**config.mk**
```make
export PLATFORM = sky130hd
export DESIGN_NAME = adxl362_spi_responder
export DESIGN_NICKNAME = d
export VERILOG_FILES = /design/src/rtl/adxl362_spi_responder.sv
export SDC_FILE = /design/constraint.sdc
export NUM_CORES = 1
export LEC_CHECK = 0
export ABC_AREA = 1
export CAP_MARGIN = 40
export CORE_MARGIN = 8
export CORE_UTILIZATION = 60
export DETAILED_ROUTE_END_ITERATION = 10
export GPL_TIMING_DRIVEN = 0
export PLACE_DENSITY = 0.85
export SYNTH_ARGS = -nofsm -noshare
export SYNTH_HDL_FRONTEND = slang
export SYNTH_SLANG_ARGS = --single-unit
```
**constraint.sdc**
```tcl
create_clock -name clk -period 3 [get_ports clk]
set_input_delay 0.6 -clock clk [delete_from_list [all_inputs] [get_ports clk]]
set_output_delay 0.6 -clock clk [all_outputs]
set_load 0.02 [all_outputs]
```
**src/rtl/adxl362_spi_responder.sv**
```systemverilog
// SPI mode-0 responder that mimics the ADXL362 register interface: ID/sample reads,
// configuration writes, coherent sample snapshots and a soft-reset command.
module adxl362_spi_responder #(
    parameter logic [7:0] DEVID_AD    = 8'hAD,
    parameter logic [7:0] DEVID_MST   = 8'h1D,
    parameter logic [7:0] PARTID      = 8'hF2,
    parameter logic [7:0] REVID       = 8'h01,
    parameter int         SYNC_STAGES = 2
) (
    input  logic        clk,
    input  logic        reset,
    input  logic        sclk,
    input  logic        ss,
    input  logic        mosi,
    output logic        miso,
    input  logic [11:0] accel_x,
    input  logic [11:0] accel_y,
    input  logic [11:0] accel_z,
    input  logic [11:0] temp,
    input  logic        sample_valid,
    output logic [7:0]  filter_ctl,
    output logic [7:0]  power_ctl,
    output logic        reg_wr,
    output logic [5:0]  reg_wr_addr,
    output logic [7:0]  reg_wr_data,
    output logic        busy,
    output logic        cmd_err
);

    localparam logic [2:0] ST_IDLE = 3'd0;
    localparam logic [2:0] ST_CMD  = 3'd1;
    localparam logic [2:0] ST_ADDR = 3'd2;
    localparam logic [2:0] ST_WR   = 3'd3;
    localparam logic [2:0] ST_RD   = 3'd4;
    localparam logic [2:0] ST_IGN  = 3'd5;

    logic [SYNC_STAGES-1:0] sclk_sync_reg;
    logic [SYNC_STAGES-1:0] ss_sync_reg;
    logic [SYNC_STAGES-1:0] mosi_sync_reg;
    logic                   rise_d_reg;
    logic                   fall_d_reg;

    logic [2:0] state_reg;
    logic [2:0] bit_cnt_reg;
    logic [7:0] shift_in_reg;
    logic       wr_flag_reg;
    logic [5:0] ptr_reg;
    logic [7:0] miso_sh_reg;
    logic       miso_reg;
    logic       reg_wr_reg;
    logic [5:0] reg_wr_addr_reg;
    logic [7:0] reg_wr_data_reg;
    logic       cmd_err_reg;

    logic [7:0]  cfg_reg [0:14];
    logic [11:0] sample_in [0:3];
    logic [11:0] snap_reg [0:3];
    logic [11:0] pend_reg [0:3];
    logic        pend_flag_reg;
    logic        data_ready_reg;

    logic       sclk_rise;
    logic       sclk_fall;
    logic       ss_rise;
    logic       ss_fall;
    logic       evt_ok;
    logic       shifting;
    logic       byte_done;
    logic       wr_commit;
    logic       soft_rst;
    logic       rd_load;
    logic [7:0] byte_full;
    logic [7:0] rd_byte;
    logic       dr_set;
    logic       dr_clr;

    always_ff @(posedge clk or negedge reset) begin
        if (!reset) begin
            sclk_sync_reg <= '0;
            ss_sync_reg   <= '1;
            mosi_sync_reg <= '0;
            rise_d_reg    <= 1'b0;
            fall_d_reg    <= 1'b0;
        end else begin
            sclk_sync_reg <= {sclk_sync_reg[SYNC_STAGES-2:0], sclk};
            ss_sync_reg   <= {ss_sync_reg[SYNC_STAGES-2:0], ss};
            mosi_sync_reg <= {mosi_sync_reg[SYNC_STAGES-2:0], mosi};
            rise_d_reg    <= sclk_rise;
            fall_d_reg    <= sclk_fall;
        end
    end

    // sclk edges are registered once more so the bit, commit and miso updates land
    // SYNC_STAGES+1 cycles after the pin edge; ss edges act one cycle earlier.
    assign sclk_rise = sclk_sync_reg[SYNC_STAGES-2] & ~sclk_sync_reg[SYNC_STAGES-1];
    assign sclk_fall = ~sclk_sync_reg[SYNC_STAGES-2] & sclk_sync_reg[SYNC_STAGES-1];
    assign ss_rise   = ss_sync_reg[SYNC_STAGES-2] & ~ss_sync_reg[SYNC_STAGES-1];
    assign ss_fall   = ~ss_sync_reg[SYNC_STAGES-2] & ss_sync_reg[SYNC_STAGES-1];
    assign busy      = ~ss_sync_reg[SYNC_STAGES-1];

    assign evt_ok    = !ss_rise && !ss_fall;
    assign shifting  = (state_reg == ST_CMD) || (state_reg == ST_ADDR) ||
                       (state_reg == ST_WR)  || (state_reg == ST_RD);
    assign byte_full = {shift_in_reg[6:0], mosi_sync_reg[SYNC_STAGES-1]};
    assign byte_done = evt_ok && rise_d_reg && shifting && (bit_cnt_reg == 3'd7);
    assign wr_commit = byte_done && (state_reg == ST_WR);
    assign soft_rst  = wr_commit && (ptr_reg == 6'h1F) && (byte_full == 8'h52);
    assign rd_load   = evt_ok && fall_d_reg && (state_reg == ST_RD) && (bit_cnt_reg == 3'd0);

    always_comb begin
        rd_byte = 8'h00;
        case (ptr_reg)
            6'h00: rd_byte = DEVID_AD;
            6'h01: rd_byte = DEVID_MST;
            6'h02: rd_byte = PARTID;
            6'h03: rd_byte = REVID;
            6'h08: rd_byte = snap_reg[0][11:4];
            6'h09: rd_byte = snap_reg[1][11:4];
            6'h0A: rd_byte = snap_reg[2][11:4];
            6'h0B: rd_byte = {7'b0, data_ready_reg};
            6'h0E: rd_byte = snap_reg[0][7:0];
            6'h0F: rd_byte = {{4{snap_reg[0][11]}}, snap_reg[0][11:8]};
            6'h10: rd_byte = snap_reg[1][7:0];
            6'h11: rd_byte = {{4{snap_reg[1][11]}}, snap_reg[1][11:8]};
            6'h12: rd_byte = snap_reg[2][7:0];
            6'h13: rd_byte = {{4{snap_reg[2][11]}}, snap_reg[2][11:8]};
            6'h14: rd_byte = snap_reg[3][7:0];
            6'h15: rd_byte = {{4{snap_reg[3][11]}}, snap_reg[3][11:8]};
            default: begin
                if (ptr_reg >= 6'h20 && ptr_reg <= 6'h2E) begin
                    rd_byte = cfg_reg[ptr_reg[3:0]];
                end
            end
        endcase
    end

    always_ff @(posedge clk or negedge reset) begin
        if (!reset) begin
            state_reg       <= ST_IDLE;
            bit_cnt_reg     <= 3'd0;
            shift_in_reg    <= 8'h00;
            wr_flag_reg     <= 1'b0;
            ptr_reg         <= 6'd0;
            miso_sh_reg     <= 8'h00;
            miso_reg        <= 1'b0;
            reg_wr_reg      <= 1'b0;
            reg_wr_addr_reg <= 6'd0;
            reg_wr_data_reg <= 8'h00;
            cmd_err_reg     <= 1'b0;
        end else begin
            reg_wr_reg  <= 1'b0;
            cmd_err_reg <= 1'b0;
            if (ss_rise) begin
                state_reg <= ST_IDLE;
                miso_reg  <= 1'b0;
            end else if (ss_fall) begin
                state_reg   <= ST_CMD;
                bit_cnt_reg <= 3'd0;
            end else begin
                if (rise_d_reg && shifting) begin
                    bit_cnt_reg  <= bit_cnt_reg + 3'd1;
                    shift_in_reg <= byte_full;
                end
                if (byte_done) begin
                    case (state_reg)
                        ST_CMD: begin
                            if (byte_full == 8'h0A) begin
                                wr_flag_reg <= 1'b1;
                                state_reg   <= ST_ADDR;
                            end else if (byte_full == 8'h0B) begin
                                wr_flag_reg <= 1'b0;
                                state_reg   <= ST_ADDR;
                            end else begin
                                cmd_err_reg <= 1'b1;
                                state_reg   <= ST_IGN;
                            end
                        end
                        ST_ADDR: begin
                            ptr_reg   <= byte_full[5:0];
                            state_reg <= wr_flag_reg ? ST_WR : ST_RD;
                        end
                        ST_WR: begin
                            reg_wr_reg      <= 1'b1;
                            reg_wr_addr_reg <= ptr_reg;
                            reg_wr_data_reg <= byte_full;
                            ptr_reg         <= ptr_reg + 6'd1;
                        end
                        default: ;
                    endcase
                end
                // Reload at the last fall of each byte so the MSB leads the next byte.
                if (rd_load) begin
                    miso_sh_reg <= rd_byte;
                    miso_reg    <= rd_byte[7];
                    ptr_reg     <= ptr_reg + 6'd1;
                end else if (evt_ok && fall_d_reg && state_reg == ST_RD) begin
                    miso_sh_reg <= {miso_sh_reg[6:0], 1'b0};
                    miso_reg    <= miso_sh_reg[6];
                end
            end
        end
    end

    genvar gi;
    generate
        for (gi = 0; gi < 15; gi++) begin : g_cfg
            localparam logic [7:0] RST_VAL  = (gi == 12) ? 8'h13 : 8'h00;
            localparam logic [5:0] REG_ADDR = 6'h20 + 6'(gi);
            always_ff @(posedge clk or negedge reset) begin
                if (!reset) begin
                    cfg_reg[gi] <= RST_VAL;
                end else if (soft_rst) begin
                    cfg_reg[gi] <= RST_VAL;
                end else if (wr_commit && ptr_reg == REG_ADDR) begin
                    cfg_reg[gi] <= byte_full;
                end
            end
        end
    endgenerate

    assign sample_in[0] = accel_x;
    assign sample_in[1] = accel_y;
    assign sample_in[2] = accel_z;
    assign sample_in[3] = temp;

    // A strobe arriving on the ss-rise cycle is newer than the pending buffer.
    generate
        for (gi = 0; gi < 4; gi++) begin : g_sample
            always_ff @(posedge clk or negedge reset) begin
                if (!reset) begin
                    snap_reg[gi] <= 12'd0;
                    pend_reg[gi] <= 12'd0;
                end else if (ss_rise && (pend_flag_reg || sample_valid)) begin
                    snap_reg[gi] <= sample_valid ? sample_in[gi] : pend_reg[gi];
                end else if (sample_valid) begin
                    if (busy) begin
                        pend_reg[gi] <= sample_in[gi];
                    end else begin
                        snap_reg[gi] <= sample_in[gi];
                    end
                end
            end
        end
    endgenerate

    assign dr_set = (sample_valid && !busy) || (ss_rise && (pend_flag_reg || sample_valid));
    assign dr_clr = rd_load && (ptr_reg >= 6'h08) && (ptr_reg <= 6'h15);

    always_ff @(posedge clk or negedge reset) begin
        if (!reset) begin
            pend_flag_reg  <= 1'b0;
            data_ready_reg <= 1'b0;
        end else begin
            if (ss_rise) begin
                pend_flag_reg <= 1'b0;
            end else if (sample_valid && busy) begin
                pend_flag_reg <= 1'b1;
            end
            data_ready_reg <= dr_set || (data_ready_reg && !dr_clr);
        end
    end

    assign miso        = miso_reg;
    assign reg_wr      = reg_wr_reg;
    assign reg_wr_addr = reg_wr_addr_reg;
    assign reg_wr_data = reg_wr_data_reg;
    assign cmd_err     = cmd_err_reg;
    assign filter_ctl  = cfg_reg[12];
    assign power_ctl   = cfg_reg[13];

endmodule

```
==> results.md <==
* # clock sinks at 270
* FFs w/ async S/R, synth at 100%
* Fin area at around 0.016 mm^2
* CTS tree: done
* Register area share after synthesis at about half
* Mux cell area share after synthesis at 3.44%
* WL/cell at 19.5 um
* Total clock buffers created by CTS at 29
* Die Y at 166 um
* RSZ-0062 raised after global routing: yes
* Clock transition at path regs at approximately 0.070 ns
* Count leader, synth: nand2_1
* Crit path launch type: flip-flop
* Largest net degree at the start of global routing at about 110
* Synthesis-stage register bit count at 270
* Run status: finished clean
* Via density per instance at 5.80
* H-tree level count at 1
* Placed instance count at 2068
* PD cells at between 700 and 800 mW/mm^2
* Simple-gate share of the synthesized area at 23.8%
* CTS max path bufs at 3
* Layout area overhead at 17.0%
* Clock period minus worst slack at 2.84 ns
* Antenna diode instance count at 0
* Slowest stage cell, crit path: o211ai_1
* Maxcap violations at 0
* Slew @ Worst Pin at ~0.8 ns
* Critical path cell sequence: clkbuf_2, clkinv_4, ha_1, clkbuf_1, o211ai_1, nand2_1, nor2_1, nand3_1, o21ai_0, nand2_1, nand2_1, nand2_1
* Area of the multi-input gates at 0.00555 mm^2
* Clock root buffer: clkbuf_16
* Largest family of logic cells by synthesized area: simple AND/OR/NAND/NOR gates
* Clock Latency Late Sink at 0.55 ns
* Core Util, Final at ~72%
* Antenna violations before repair at 0
* Num rows at 54
* Main area contributors after synthesis: dfrtp_1 49%, nand2_1 13%, o21ai_0 8.8%
* Setup crit end kind: flip-flop
* Gr usage total at between 20% and 30%
* WHS at between 0.03 and 0.04 ns
* Synthesis Warnings at 0
* WP buf/inv at 3
* GRT overflow at 0
* Layout cells sized above 1 at around a tenth
* Core Area at around 0.022 mm^2
* Full die area at roughly 0.027 mm^2
* Worst min path class: in2async
* Most used cell along the critical path: nand2_1
* Worst slew margin at a little under half
* Vias in the first global route at about 13000
* Max FFs per register at about 100
* Worst Path Max Fanout at 19
* Top cells by count, synth: 468 x nand2_1, 265 x dfrtp_1, 235 x o21ai_0
* Setup TNS at 0 ns
* Max incr delay on CP at 0.44 ns
* First-pass GRT wire length at roughly 66 mm
* Critical path class: reg2reg
* # IOs at 88
* Syn_area_per_cell at roughly 7.9 um^2
* Compound-Gate Fraction of Synth Area at between 10% and 20%
* Initial Util at between 60% and 70%
* Commonest register cell after synthesis: dfrtp_1
* Via count at between 10000 and 15000
* Net Count, Synth at roughly 1800
* PortBufs at 86
* Drt total wl at slightly above 40 mm
* HPWL after detailed placement at 30.0 mm
* Max Fclk at between 300 and 400 MHz
* FF-to-FF Start: ptr_reg[1]
* GP Congestion at 0.958
* Final setup vio count at 0
* Critical path depth at 12
* Netlist Area Pre-Place at roughly 0.013 mm^2
* Post-Syn Instances at 1700
* Count of hold-fix buffers inserted at cts at 0
* Post-route antenna net violation count at 0
* Synth top area share at a little under 50%
* Nets at 1881
* Post_cts resized at 3
* Adder-cell share of the synthesized area at less than 1%
* Placed cell areas at approximately 0.015 mm^2
* Xor/xnor cell area share of the yosys netlist at less than 1%
* Leakage at between 7 and 8 nW
* DRC errors left at 0
* Worst-case clock skew at a little under 0.01 ns
* Worst R2R Path Depth at 12
* Worst EP arrival at 3.28 ns
* Die Wd at about 170 um
* Worst setup path start: ptr_reg[1]
* Post-synth EDFFs at 0
* 1st-iter DRT viols at 1035
* CP top delay family: buffers and inverters
* Fillers at 1762
* Fin. Hold Viols at 0
* Drt first pass iters at 6
* Fin crit share at 94.6%
* Synth cell types at 37
* Reg area at about 0.0068 mm^2
* Critical Path RT at ~3.5 ns
* Post-CTS setup repair buffer count at 0
* Final Non-Filler Cells at around 2100
* Worst VDD drop at ~0.00049 V
* Max Transition Viols Final at 0
* Area leader, netlist: dfrtp_1
## cell usage in the layout, fill, tap and decap left out, drive strengths merged, types with 7 or more instances in the layout
master	netlist	final
inv	157	158
nor3	7	7
nand2	472	472
buf	48	50
nand3	103	103
clkdlybuf4s50	0	85
mux2	41	41
dfrtp	265	265
clkbuf	61	97
clkinv	1	7
o21ai	267	267
nand4	40	40
ha	10	10
a21oi	57	57
nor2	146	146
## worst reg2reg max path: stages, from the launching register on
cell      delay [ns]
dfrtp_1         0.40
clkbuf_2        0.26
clkinv_4        0.25
ha_1            0.25
clkbuf_1        0.28
o211ai_1        0.45
nand2_1         0.09
nor2_1          0.15
nand3_1         0.14
o21ai_0         0.26
nand2_1         0.09
nand2_1         0.07
nand2_1         0.05
## stage by stage
stage | setup WS [ns] | power [mW]
after global placement | -9.87 | 7.15
after detailed placement | -0.623 | 7.21
after global routing | -0.0215 | 11.5
final | 0.163 | 11.0
after CTS | 0.0207 | 10.9
after floorplan | 0.558 | 6.02
## logic make-up (layout without fill, tap and decap cells)
logic type,Yosys count,after routing
AO/OA/AOI/OAI,337,337
XOR/XNOR,1,1
adder cells (fa/ha/maj),10,10
buffers and inverters,267,406
flip-flops,270,270
multiplexers,41,41
AND/OR/NAND/NOR,774,774
## report_power, final
group / switching [mW] / total (mW) / internal, mW
clock: 1.53 / 3.77 / 2.24
combinational: 2.17 / 3.00 / 0.832
sequential: 0.288 / 4.25 / 3.96
## layout make-up
type,count,share of cell area [%]
clock inverter,16,1.27
clock buffer,37,5.13
inverter,158,3.82
sequential,270,43.0
tap,280,2.23
buffer,107,3.36
timing repair buffer,88,5.86
multi-input combinational,1163,35.3
## final timing paths
path,end,slack [ns]
setup / recovery,miso_sh_reg[2],0.16
hold / removal,cfg_reg[116],0.03
setup reg to reg,miso_sh_reg[2],0.16
hold reg to reg,mosi_sync_reg[1],0.35
max in group asynchronous,ss_sync_reg[1],1.64
min in group clk,mosi_sync_reg[1],0.35
## layer usage
layer / track usage, % / wire length [um] / vias to the layer above
li1: - / - / 5727
met1: 33.7 / 15600 / 5868
met2: 51.4 / 20300 / 544
met3: 4.76 / 2530 / 156
met4: 18.2 / 2830 / 0
met5: 0 / 0 / -
(Power assumes the default switching activity.)
